[config.mk]
export PLATFORM = sky130hd
export DESIGN_NAME = fetch_stage
export DESIGN_NICKNAME = d
export VERILOG_FILES = /design/src/rtl/fetch_stage_pkg.sv /design/src/rtl/fetch_stage_if_id_reg.sv /design/src/rtl/fetch_stage.sv
export SDC_FILE = /design/constraint.sdc
export NUM_CORES = 1
export LEC_CHECK = 0
export ABC_AREA = 1
export CAP_MARGIN = 20
export CELL_PAD_IN_SITES_DETAIL_PLACEMENT = 1
export CELL_PAD_IN_SITES_GLOBAL_PLACEMENT = 1
export CORE_ASPECT_RATIO = 1.1
export CORE_MARGIN = 5
export CORE_UTILIZATION = 35
export DETAILED_ROUTE_END_ITERATION = 10
export PLACE_DENSITY = 0.83
export SLEW_MARGIN = 20
export SYNTH_ARGS = -nofsm -noshare
export SYNTH_HDL_FRONTEND = slang
export SYNTH_SLANG_ARGS = --single-unit
[constraint.sdc]
create_clock -name clk -period 10.3 [get_ports clk]
set_input_delay 1.03 -clock clk [delete_from_list [all_inputs] [get_ports clk]]
set_output_delay 1.03 -clock clk [all_outputs]
set_load 0.05 [all_outputs]
[src/rtl/fetch_stage_pkg.sv]
// Shared types and defaults for the instruction-fetch stage and its IF/ID register.
package fetch_stage_pkg;

    localparam logic [31:0] RESET_PC_DEFAULT  = 32'h0000_0000;
    localparam logic [31:0] NOP_INSTR_DEFAULT = 32'h0000_0013;  // addi x0,x0,0

    typedef struct packed {
        logic [31:0] instruction;
        logic [31:0] pc_cur;
        logic [31:0] pc_plus_4;
    } if_to_id_t;

    typedef enum logic [1:0] {
        S_BOOT,
        S_REQ,
        S_WAIT,
        S_HOLD
    } fetch_state_t;

    function automatic logic [31:0] word_align(input logic [31:0] addr);
        return addr & 32'hFFFF_FFFC;
    endfunction

endpackage

[src/rtl/fetch_stage_if_id_reg.sv]
// IF/ID pipeline register: flush beats stall, stall beats delivery, idle loads a bubble.
module if_id_reg
    import fetch_stage_pkg::*;
#(
    parameter logic [31:0] NOP_INSTR = NOP_INSTR_DEFAULT
) (
    input  logic        clk,
    input  logic        reset,
    input  logic        flush,
    input  logic        stall,
    input  logic        deliver,
    input  logic [31:0] instr,
    input  logic [31:0] pc,
    output if_to_id_t   if_to_id,
    output logic        id_valid
);

    always_ff @(posedge clk or posedge reset) begin
        if (reset) begin
            if_to_id <= '{instruction: NOP_INSTR, pc_cur: 32'd0, pc_plus_4: 32'd0};
            id_valid <= 1'b0;
        end else if (flush) begin
            if_to_id <= '{instruction: NOP_INSTR, pc_cur: 32'd0, pc_plus_4: 32'd0};
            id_valid <= 1'b0;
        end else if (stall) begin
            if_to_id <= if_to_id;
            id_valid <= id_valid;
        end else if (deliver) begin
            if_to_id <= '{instruction: instr, pc_cur: pc, pc_plus_4: pc + 32'd4};
            id_valid <= 1'b1;
        end else begin
            if_to_id <= '{instruction: NOP_INSTR, pc_cur: 32'd0, pc_plus_4: 32'd0};
            id_valid <= 1'b0;
        end
    end

endmodule

[src/rtl/fetch_stage.sv]
// Instruction-fetch stage: fetch PC, single-outstanding imem request FSM, hold buffer,
// redirect handling with stale-response kill, feeding the IF/ID register.
module fetch_stage
    import fetch_stage_pkg::*;
#(
    parameter logic [31:0] RESET_PC  = RESET_PC_DEFAULT,
    parameter logic [31:0] NOP_INSTR = NOP_INSTR_DEFAULT
) (
    input  logic        clk,
    input  logic        reset,
    input  logic        stall_f,
    input  logic        flush_d,
    input  logic        pc_src_e,
    input  logic [31:0] pc_target_e,
    output logic        imem_req,
    output logic [31:0] imem_addr,
    input  logic        imem_ready,
    input  logic        imem_rvalid,
    input  logic [31:0] imem_rdata,
    output if_to_id_t   IF_to_ID,
    output logic        id_valid
);

    // Handshake: a request transfers on a cycle where imem_req && imem_ready; exactly one
    // response (imem_rvalid) follows per accepted request, and rvalid outside S_WAIT is ignored.

    fetch_state_t state, state_n;
    logic [31:0]  pc_f, pc_f_n;
    logic [31:0]  req_pc, req_pc_n;
    logic         kill, kill_n;
    logic [31:0]  hold_instr, hold_instr_n;
    logic [31:0]  hold_pc, hold_pc_n;
    logic         deliver;
    logic [31:0]  deliver_instr;
    logic [31:0]  deliver_pc;
    logic [31:0]  redirect_pc;

    assign redirect_pc = word_align(pc_target_e);
    assign imem_addr   = pc_f;

    always_ff @(posedge clk or posedge reset) begin
        if (reset) begin
            state      <= S_BOOT;
            pc_f       <= RESET_PC;
            req_pc     <= RESET_PC;
            kill       <= 1'b0;
            hold_instr <= NOP_INSTR;
            hold_pc    <= 32'd0;
        end else begin
            state      <= state_n;
            pc_f       <= pc_f_n;
            req_pc     <= req_pc_n;
            kill       <= kill_n;
            hold_instr <= hold_instr_n;
            hold_pc    <= hold_pc_n;
        end
    end

    always_comb begin
        state_n       = state;
        pc_f_n        = pc_f;
        req_pc_n      = req_pc;
        kill_n        = kill;
        hold_instr_n  = hold_instr;
        hold_pc_n     = hold_pc;
        deliver       = 1'b0;
        deliver_instr = imem_rdata;
        deliver_pc    = req_pc;
        imem_req      = 1'b0;

        case (state)
            S_BOOT: state_n = S_REQ;
            S_REQ: begin
                imem_req = 1'b1;
                if (imem_ready) begin
                    req_pc_n = pc_f;
                    pc_f_n   = pc_f + 32'd4;
                    state_n  = S_WAIT;
                    if (pc_src_e) begin
                        kill_n = 1'b1;
                        pc_f_n = redirect_pc;
                    end
                end else if (pc_src_e) begin
                    pc_f_n = redirect_pc;
                end
            end
            S_WAIT: begin
                if (pc_src_e) pc_f_n = redirect_pc;
                if (imem_rvalid) begin
                    // A redirect in the response cycle drops it here, so kill never lingers.
                    state_n = S_REQ;
                    kill_n  = 1'b0;
                    if (!kill && !pc_src_e) begin
                        if (stall_f) begin
                            hold_instr_n = imem_rdata;
                            hold_pc_n    = req_pc;
                            state_n      = S_HOLD;
                        end else begin
                            deliver = 1'b1;
                        end
                    end
                end else if (pc_src_e) begin
                    kill_n = 1'b1;
                end
            end
            S_HOLD: begin
                deliver_instr = hold_instr;
                deliver_pc    = hold_pc;
                if (pc_src_e) begin
                    pc_f_n  = redirect_pc;
                    state_n = S_REQ;
                end else if (!stall_f) begin
                    deliver = 1'b1;
                    state_n = S_REQ;
                end
            end
            default: state_n = S_BOOT;
        endcase
    end

    if_id_reg #(
        .NOP_INSTR(NOP_INSTR)
    ) u_if_id_reg (
        .clk     (clk),
        .reset   (reset),
        .flush   (flush_d),
        .stall   (stall_f),
        .deliver (deliver),
        .instr   (deliver_instr),
        .pc      (deliver_pc),
        .if_to_id(IF_to_ID),
        .id_valid(id_valid)
    );

endmodule
# Yosys cells after proc, flatten, opt, wreduce, memory -nomap -nowiden

Index checks and enable logic that the tools add are counted.

Bitwise gates (word level): 0
Equality and inequality tests: 7
Order comparisons: 0
Shift-type cells: 0
Multipliers: 0
$add $sub $neg: 2
Muxes and demuxes: 29
Reduce and logical (&&, ||, !) cells: 11
Divide/modulo/power cells: 0

Operators with widths:

| operator                                                              | count |
|---|---|
| 96-bit two-way mux                                                    | 3 |
| 32-bit two-way mux                                                    | 5 |
| 32-bit by 3-bit adder with 32-bit output, second input constant       | 2 |
| 32-bit one-hot mux with 2 select lines                                | 1 |
| 2-bit two-way mux                                                     | 6 |
| 1-bit two-way mux                                                     | 11 |
| 2-bit one-hot mux with 4 select lines                                 | 1 |
| 2-bit equality test, second input constant                            | 2 |
| 2-bit != test, second input constant                                  | 2 |
| 1-bit one-hot mux with 2 select lines                                 | 2 |
| 2-bit AND reduction                                                   | 2 |
| 4-bit AND reduction                                                   | 1 |
| 2-bit nonzero test                                                    | 2 |
| 3-bit != test, second input constant                                  | 1 |
| 3-bit AND reduction                                                   | 1 |
| 2-bit by 1-bit equality test with 1-bit output, second input constant | 1 |
| 1-bit zero test                                                       | 2 |
| 2-bit zero test                                                       | 1 |
| 2-bit by 1-bit != test with 1-bit output, second input constant       | 1 |
| 2-bit OR reduction                                                    | 1 |
| 1-bit logical AND                                                     | 1 |

Bits in read-only memories: 0
Memories: 0
Flip-flop bits (word level): 228
Bits in latches: 0
Input port bits: 71
Memory bits (writable): 0

# Longest topological paths before layout

Depth after elaboration: 8
Depth in mapped cells: 15

# Hierarchy

A second synthesis with hierarchy kept.

Cells, all modules: 1,433
Area total of the unflattened synthesis: 11,379.7 µm²

By module, submodules not included:

| module      | times used | cells each | area each (µm²) |
|---|---|---|---|
| fetch_stage | 1          | 925        | 6,945.4 |
| if_id_reg   | 1          | 508        | 4,434.3 |

# Worst setup path before layout

OpenSTA, ideal clock, no wires.

Path type: input -> register
Start: input port pc_src_e
End: register u_if_id_reg.if_to_id[7] (netlist bit)
Buffers on the path: 2
Stages on the path: 9
Data arrival time: 2.109 ns
Path slack: 8.111 ns
Path through: buf_2 -> nor2_1 -> nand4_1 -> o31ai_4 -> nand2_4 -> clkinv_2 -> buf_6 -> nand2_1 -> o211ai_2

Word-level cells in the longest chain between the ends: 8
Elaborated cells between the ends (all ways): 9
Those cells by class: mux (7); reduce/logical (2)

RTL lines:

| what                                    | line                        | text |
|---|---|---|
| start, declared                         | fetch_stage.sv:13           | `input logic pc_src_e,` |
| 1-bit zero test                         | fetch_stage.sv:93           | `if (!kill && !pc_src_e) begin` |
| 1-bit logical AND                       | fetch_stage.sv:93           |  |
| 1-bit two-way mux                       | fetch_stage.sv:93           |  |
| 1-bit two-way mux                       | fetch_stage.sv:89           | `if (imem_rvalid) begin` |
| 1-bit one-hot mux with 2 select lines * | fetch_stage.sv:71           | `case (state)` |
| 96-bit two-way mux *                    | fetch_stage_if_id_reg.sv:28 | `end else if (deliver) begin` |
| 96-bit two-way mux *                    | fetch_stage_if_id_reg.sv:25 | `end else if (stall) begin` |
| 96-bit two-way mux *                    | fetch_stage_if_id_reg.sv:22 | `end else if (flush) begin` |
| end signal, assigned                    | fetch_stage_if_id_reg.sv:23 | `if_to_id <= '{instruction: NOP_INSTR, pc_cur: 32'd0, pc_plus_4: 32'd0};` |
| end signal, assigned                    | fetch_stage_if_id_reg.sv:26 | `if_to_id <= if_to_id;` |
| end signal, assigned                    | fetch_stage_if_id_reg.sv:29 | `if_to_id <= '{instruction: instr, pc_cur: pc, pc_plus_4: pc + 32'd4};` |
| end, declared                           | fetch_stage_if_id_reg.sv:14 | `output if_to_id_t if_to_id,` |

Every way passes the cells marked *; elsewhere a longest branch is shown, timed or not. The select of a mux whose other input is x is not followed.
A chain may end at the register's enable or synchronous reset.

# Worst setup path after layout

Start: register state[0]
End: register u_if_id_reg.if_to_id[11] (netlist bit)

Word-level cells in the longest chain between the ends: 6
Elaborated cells between the ends (all ways): 8
Those cells by class: add/sub (1); eq/ne (2); mux (5)

RTL lines:

| what                                     | line                        | text |
|---|---|---|
| start, declared                          | fetch_stage.sv:27           | `fetch_state_t state, state_n;` |
| start signal, assigned                   | fetch_stage.sv:50           | `state <= state_n;` |
| 2-bit equality test                      | fetch_stage.sv:71           |  |
| 32-bit two-way mux                       | fetch_stage.sv:71           |  |
| 32-bit by 3-bit adder with 32-bit output | fetch_stage_if_id_reg.sv:29 |  |
| 96-bit two-way mux *                     | fetch_stage_if_id_reg.sv:28 |  |
| 96-bit two-way mux *                     | fetch_stage_if_id_reg.sv:25 |  |
| 96-bit two-way mux *                     | fetch_stage_if_id_reg.sv:22 |  |

Marks and branches as above.

==> flow_metrics.tcl <==
set metrics [dict create \
    status "completed" \
    wl_um 35700 \
    cts_sinks 226 \
    num_rows 69 \
    drc 0 \
    yosysWarnings 0 \
    worstPathMaxFanout 90 \
    worst_ir_drop_vdd_uv 202 \
    antenna_found_initial 2 \
    dieArea_um2 36000 \
    grt_pass1_wl_um 57500 \
    reg2reg_slack_ns 6.60 \
    path_cells "ha_1 > buf_4 > inv_8 > o31ai_4 > nand2_4 > clkinv_2 > o21ai_0 > o21ai_1" \
    timing.fmax_mhz 271 \
    syn_avg_cell_area_um2 7.91 \
    post_cts_resized 0 \
    hold_path.class "flip-flop to flip-flop" \
    place_hpwl_um 25300 \
    place_area_um2 13500 \
    worst_ep_required_time_ns 10.75 \
    overflow 0 \
    synth_top_area_cell "dfrtp_1" \
    mappedNetlistArea_um2 11300 \
    syn_to_final_growth_pct 28.2 \
    fp.dieW_um 181 \
    startpoint_type "flip-flop" \
    period_needed_ns 3.70 \
    clk_latency_ns 0.53 \
    yosysTopAreaCellShare_pct 48.7 \
    final_layout_size_suffix_gt1_share_pct 7.87 \
    drtPass1Iterations 5 \
    pwr_density_cell_nw_per_um2 241 \
    gr-usage-all-layers_pct 19.3 \
    crit_path_end_kind "flip-flop" \
    slew_violations 0 \
    grt_max_degree 113 \
    gp_congestion 0.906 \
    yosys_register_bits 226 \
    initial_core_util_pct 35.2 \
    rsz0062_at_grt "false" \
    grt_pass1_vias 11000 \
    ys_async_sr_fraction_pct 100 \
    crit_slowest_cell "o31ai_4" \
    cts_inserted_buffers 26 \
    die_h_um 199 \
    hold_violations 0 \
    synth-seq-area-share_pct 50.1 \
    placeableCoreArea_um2 32100 \
    syn_inst 1429 \
    clk_path_buf_depth 3 \
    relSlewSlack_pct 29.7 \
    crit_arrival_ns 4.15 \
    ys.flop_type "dfrtp_1" \
    cap_violations 0 \
    setup_viol 0 \
    fin_crit_sh_pct 35.9 \
    netlist_top_cells_area "dfrtp_1 (49%), nand2_1 (15%), o21ai_0 (9.6%)" \
    viasPerCell 5.09 \
    crit_family "buffers and inverters" \
    htreeDepth 1 \
    cts_setup_buffers 0 \
    ys_types 48 \
    skew_ns 0.00611 \
    setup.worst_path.class "flip-flop to flip-flop" \
    nets 1672 \
    ant_nets 0 \
    tns_ns 0 \
    ios 201 \
    slowest_delay_ns 0.78 \
    worstMarginPinSlew_ns 1.05 \
    synth-edff-count 0 \
    syn_nets 1507 \
    port_buffers 198 \
    crit_buf_inv 3 \
    cts-root-buf "clkbuf_16" \
    tritoncts "yes" \
    postCtsHoldBufs 0 \
    wire_per_inst_um 17.5 \
    p_leak_nw 6.64 \
    drtIter0Drc 626 \
    clkSlewWorstSetupHoldPaths_ns 0.06 \
    final_area_um2 14500 \
    vias 10400 \
]
-- placed cells by master (no fill, tap or decap), types with 2 or more instances in the layout --
cell type,count
buf_4,5
a32o_1,2
inv_1,142
clkbuf_8,8
nand3b_1,2
o21ai_1,14
o22ai_1,5
o211ai_2,2
nand3_1,48
nand4_1,27
nand2_2,19
o21ai_0,217
clkinv_2,6
clkbuf_16,27
clkinvlp_4,2
nand2_4,3
dfstp_2,6
nand2_1,466
o32ai_1,3
mux2_2,16
o211ai_1,9
nand3_2,5
a22o_1,4
nor2_1,79
clkbuf_1,2
ha_1,7
o21a_1,2
inv_8,2
nor2_4,6
bufinv_16,3
nor3_1,13
dfrtp_1,220
a21oi_1,21
clkdlybuf4s50_1,198
nor2_2,6
-- layer usage --
metal	track usage, %	part of all wire (%)	up-vias
li1	-	-	4943
met1	26.4	46	5149
met4	4.87	2.2	2
met3	2.80	4.5	50
met5	0	0.020	-
met2	32.4	47	245
-- registers in the layout, summed over array words and instances, names as in the netlist --
signal	flops
u_if_id_reg.id_valid	1
hold_instr	32
state	2
hold_pc	32
req_pc	32
u_if_id_reg.if_to_id	94
kill	1
imem_addr	32
-- synthesized netlist by cell type, types with 4 or more instances --
library cell and count:
nor2_1 80, nand4_1 27, nor3_1 13, a22o_1 4
nand3_2 5, buf_4 6, nor2_2 6, nor2_4 5
ha_1 7, buf_6 4, nand3_1 48, mux2_2 16
buf_2 11, clkbuf_1 41, nand2_2 18, nand2_1 467
a21oi_1 21, inv_1 143, dfstp_2 6, dfrtp_1 220
o21ai_1 14, o22ai_1 5, o21ai_0 217, o211ai_1 9
-- logic make-up after synthesis --
| kind of cell | Yosys count | synth area share (%) |
|---|---|---|
| compound gates | 285 | 13.7 |
| xor+xnor | 1 | 0.0775 |
| fa+ha+maj | 7 | 0.774 |
| buf+inv | 214 | 8.06 |
| flops | 226 | 50.1 |
| mux | 16 | 1.59 |
| simple gates | 680 | 25.7 |
-- per-stage QoR --
stage / setup WS, ns / utilization, % / power, mW / cells / hold slack (ns)
3_5_place_dp: 6.20 / 42.1 / 2.50 / 1991 / 0.468
5_1_grt: 6.31 / 45.1 / 3.71 / 2041 / 0.510
6_report: 6.60 / 45.1 / 3.50 / 2041 / 0.478
3_3_place_gp: 6.25 / 42.1 / 2.45 / 1991 / 0.462
2_1_floorplan: 3.09 / - / 2.07 / 1429 / 0.448
4_1_cts: 6.54 / 45.0 / 3.52 / 2039 / 0.483
-- worst min-delay path, cell delays in order (launching register included) --
cell and delay (ns):
dfrtp_1 0.34, nand2_1 0.05, o21ai_0 0.06
-- power by group --
part	total (mW)	switching (mW)	internal (mW)
clock network	0.985	0.375	0.610
logic	1.28	0.905	0.372
registers	1.24	0.178	1.06
total	3.50	1.46	2.04
-- worst paths after layout --
check / from / to / cells past startpoint
min reg2reg: hold_instr[2] / hold_instr[2] / 2
max: state[0] / u_if_id_reg.if_to_id[11] / 8
min in group asynchronous: reset / hold_instr[25] / 2
min: hold_instr[2] / hold_instr[2] / 2
max in group asynchronous: reset / u_if_id_reg.if_to_id[49] / 4
max reg2reg: state[0] / u_if_id_reg.if_to_id[11] / 8
-- cell type report --
class / count / area, um^2
Inverter: 146 / 564
Antenna cell: 1 / 2.50
Sequential cell: 226 / 5660
Clock inverter: 11 / 139
Fill cell: 3913 / 17600
Timing Repair Buffer: 205 / 2060
Multi-Input combinational cell: 989 / 4740
Clock buffer: 37 / 793
Tap cell: 426 / 533
Power figures use the tool's default switching activity.
==> edit: new RTL, same settings <==
Take the reset off `hold_pc` and load it in a clocked block of its own.
--- a/src/rtl/fetch_stage.sv
+++ b/src/rtl/fetch_stage.sv
@@ -45,15 +45,17 @@
             req_pc     <= RESET_PC;
             kill       <= 1'b0;
             hold_instr <= NOP_INSTR;
-            hold_pc    <= 32'd0;
         end else begin
             state      <= state_n;
             pc_f       <= pc_f_n;
             req_pc     <= req_pc_n;
             kill       <= kill_n;
             hold_instr <= hold_instr_n;
-            hold_pc    <= hold_pc_n;
         end
+    end
+
+    always_ff @(posedge clk) begin
+        hold_pc <= hold_pc_n;
     end
 
     always_comb begin
Check against the original RTL: no difference found for any inputs over 4 cycles, from zero or initial values and one cycle with reset high; that may be too few to reach the edited logic, so the function may still have changed.
==> edit against the unedited design <==
- worst setup slack better by 0.28 ns
- area after synthesis down 2.8%
- final cell count down 2.8%
- maximum frequency up 8.3%
- sequential cell count unchanged
- cell area down 2.3%
- wire length down 2.3%
- power down 3.6%
==> edit: results (changes against the unedited design) <==
The flow ran to the end, and the final reports show no timing, DRC or antenna violations. The maximum resistive drop on vdd came out at 0.000217 V (+7.4%). The maximum fanout along the worst path is 63 (-30%). The half-perimeter wire length after detailed placement was 25,000 µm (-1.1%). In the synthesized netlist the dominant register cell turns out to be sky130_fd_sc_hd__dfrtp_1. In this run the most critical hold path is launched from req_pc[2]$_DFFE_PP0P_. The warning count from the yosys run is 0 (unchanged).

In the post-synthesis netlist, the biggest area contributors are sky130_fd_sc_hd__dfrtp_1 (43%), sky130_fd_sc_hd__nand2_1 (16%), sky130_fd_sc_hd__o21ai_0 (9.0%). The tree is rooted in a sky130_fd_sc_hd__clkbuf_16. The worst setup slack before clock tree synthesis is 6.33 ns (+0.135 ns). The actual slew at the worst max-slew pin came out at 1.00 ns (-0.0508 ns). The pin count of the biggest net entering global routing came out at 119 (+5.3%). The layout cell share with drive strength beyond 1 is 0.0647 (-0.0140). The most critical setup path has its startpoint at pc_src_e. The number of unique standard cell types used by synthesis came out at 47 (-2.1%).

The number of buffers created by CTS is 25 (-3.8%). The data arrival time at the worst-slack endpoint is 3.80 ns (-0.35 ns). Ranked by instance count, the synthesized netlist is headed by sky130_fd_sc_hd__nand2_1 (460), sky130_fd_sc_hd__o21ai_0 (198), sky130_fd_sc_hd__dfrtp_1 (188).

The number of antenna violations at the first check in global routing came out at 3 (+1). Broken down by cell family, the worst path's largest delay share belongs to buffers and inverters. The peak per-stage delay on the critical path was 0.58 ns (-0.20 ns).

The number of vias in the routed layout came out at 9,981 (-3.9%). The wire length per cell is 17.6 µm (+0.47%). The post-CTS setup repair buffer count came out at 0 (unchanged). The global-route wire length before repair came out at 56,400 µm (-2.0%).

The leakage power was 6.34 nW (-4.5%). The synthesized netlist net count came to 1,447 (-4.0%). The worst setup skew after layout is 0.0172 ns (+0.0111 ns). The global-route track usage on met1 is 0.259 (-0.00515).

The share of flip-flops with an asynchronous set or reset is 0.858 (-0.142). The routing usage on met3 came out at 0.0266 (-0.00139). The routability congestion estimate from global placement is 0.872 (-3.8%). The via count of the first global-routing pass came to 10,700 (-2.1%). The global-route usage over all layers is 0.197 (+0.00460). The number of flip-flops under the largest register name came out at 94 (unchanged).

The clock transition at the registers of the reported paths is 0.06 ns (about the same). The count of nets after finishing is 1,622 (-3.0%). The slowest cell on the critical path is sky130_fd_sc_hd__nand2_4. The number of enable-type register cells in the synthesized netlist came out at 32 (+32). The worst register-to-register path begins at state[0]$_DFFE_PP0P_. The met2 track utilization from global routing is 0.342 (+0.0184). The fraction of the yosys area taken by sequential cells is 0.530 (+0.0288). The count of routing violations after the opening detailed-route iteration is 575 (-8.1%).
-- edit: changes by cell type after synthesis, sizes merged, moves of 9 or more --
cell | before | now
nand4 | 27 | 18
o21ai | 231 | 207
mux2 | 16 | 1
dfrtp | 220 | 188
edfxtp | 0 | 32
nand2 | 488 | 474
-- edit: final cells by class --
class	instances	area, µm²
Inverter	148	569
Fill cell	3719	17100
Sequential cell	226	5820
Timing Repair Buffer	206	2070
Antenna cell	2	5.00
Clock inverter	8	76.3
Clock buffer	37	751
Tap cell	420	526
Multi-Input combinational cell	937	4350
-- edit: through the flow --
stage | std cells | power (mW) | hold WS (ns) | cell area (µm²)
floorplan | 1369 | 2.03 | 0.441 | 11000
global placement | 1936 | 2.41 | 0.459 | 13300
detailed placement | 1936 | 2.46 | 0.468 | 13300
CTS | 1981 | 3.38 | 0.483 | 14100
global route | 1984 | 3.58 | 0.492 | 14200
finish | 1984 | 3.37 | 0.477 | 14200
-- edit: path summary, 6_finish.rpt --
path                       slack, ns  cells after the start                              endpoint
max in group asynchronous       8.02                      3  u_if_id_reg.if_to_id[59]$_DFFE_PP0P_
hold reg to reg                 0.48                      0                  hold_pc[2]$_DFFE_PP_
min in group asynchronous       1.09                      2  u_if_id_reg.if_to_id[70]$_DFFE_PP0P_
setup / recovery                6.89                      9  u_if_id_reg.if_to_id[17]$_DFFE_PP0P_
hold / removal                  0.48                      0                  hold_pc[2]$_DFFE_PP_
setup reg to reg                6.89                      8  u_if_id_reg.if_to_id[12]$_DFFE_PP0P_
-- edit: power by group --
| group | switching, mW | internal, mW |
|---|---|---|
| combinational | 0.878 | 0.360 |
| clock | 0.374 | 0.530 |
| sequential | 0.158 | 1.07 |
| total | 1.41 | 1.96 |
-- edit: cell families after synthesis --
| kind of cell | count (synthesis) | synth area share |
|---|---|---|
| AND/OR/NAND/NOR | 668 | 0.253 |
| AO/OA/AOI/OAI | 254 | 0.126 |
| flip-flops | 226 | 0.530 |
| buffers and inverters | 206 | 0.0762 |
| adder cells (fa/ha/maj) | 7 | 0.00796 |
| XOR/XNOR | 5 | 0.00398 |
| multiplexers | 3 | 0.00284 |
-- edit: per-layer routing --
layer	wire, µm	vias to the layer above
met2	17100	242
met1	15300	4913
met3	1680	61
met4	835	2
met5	11	-
li1	-	4763
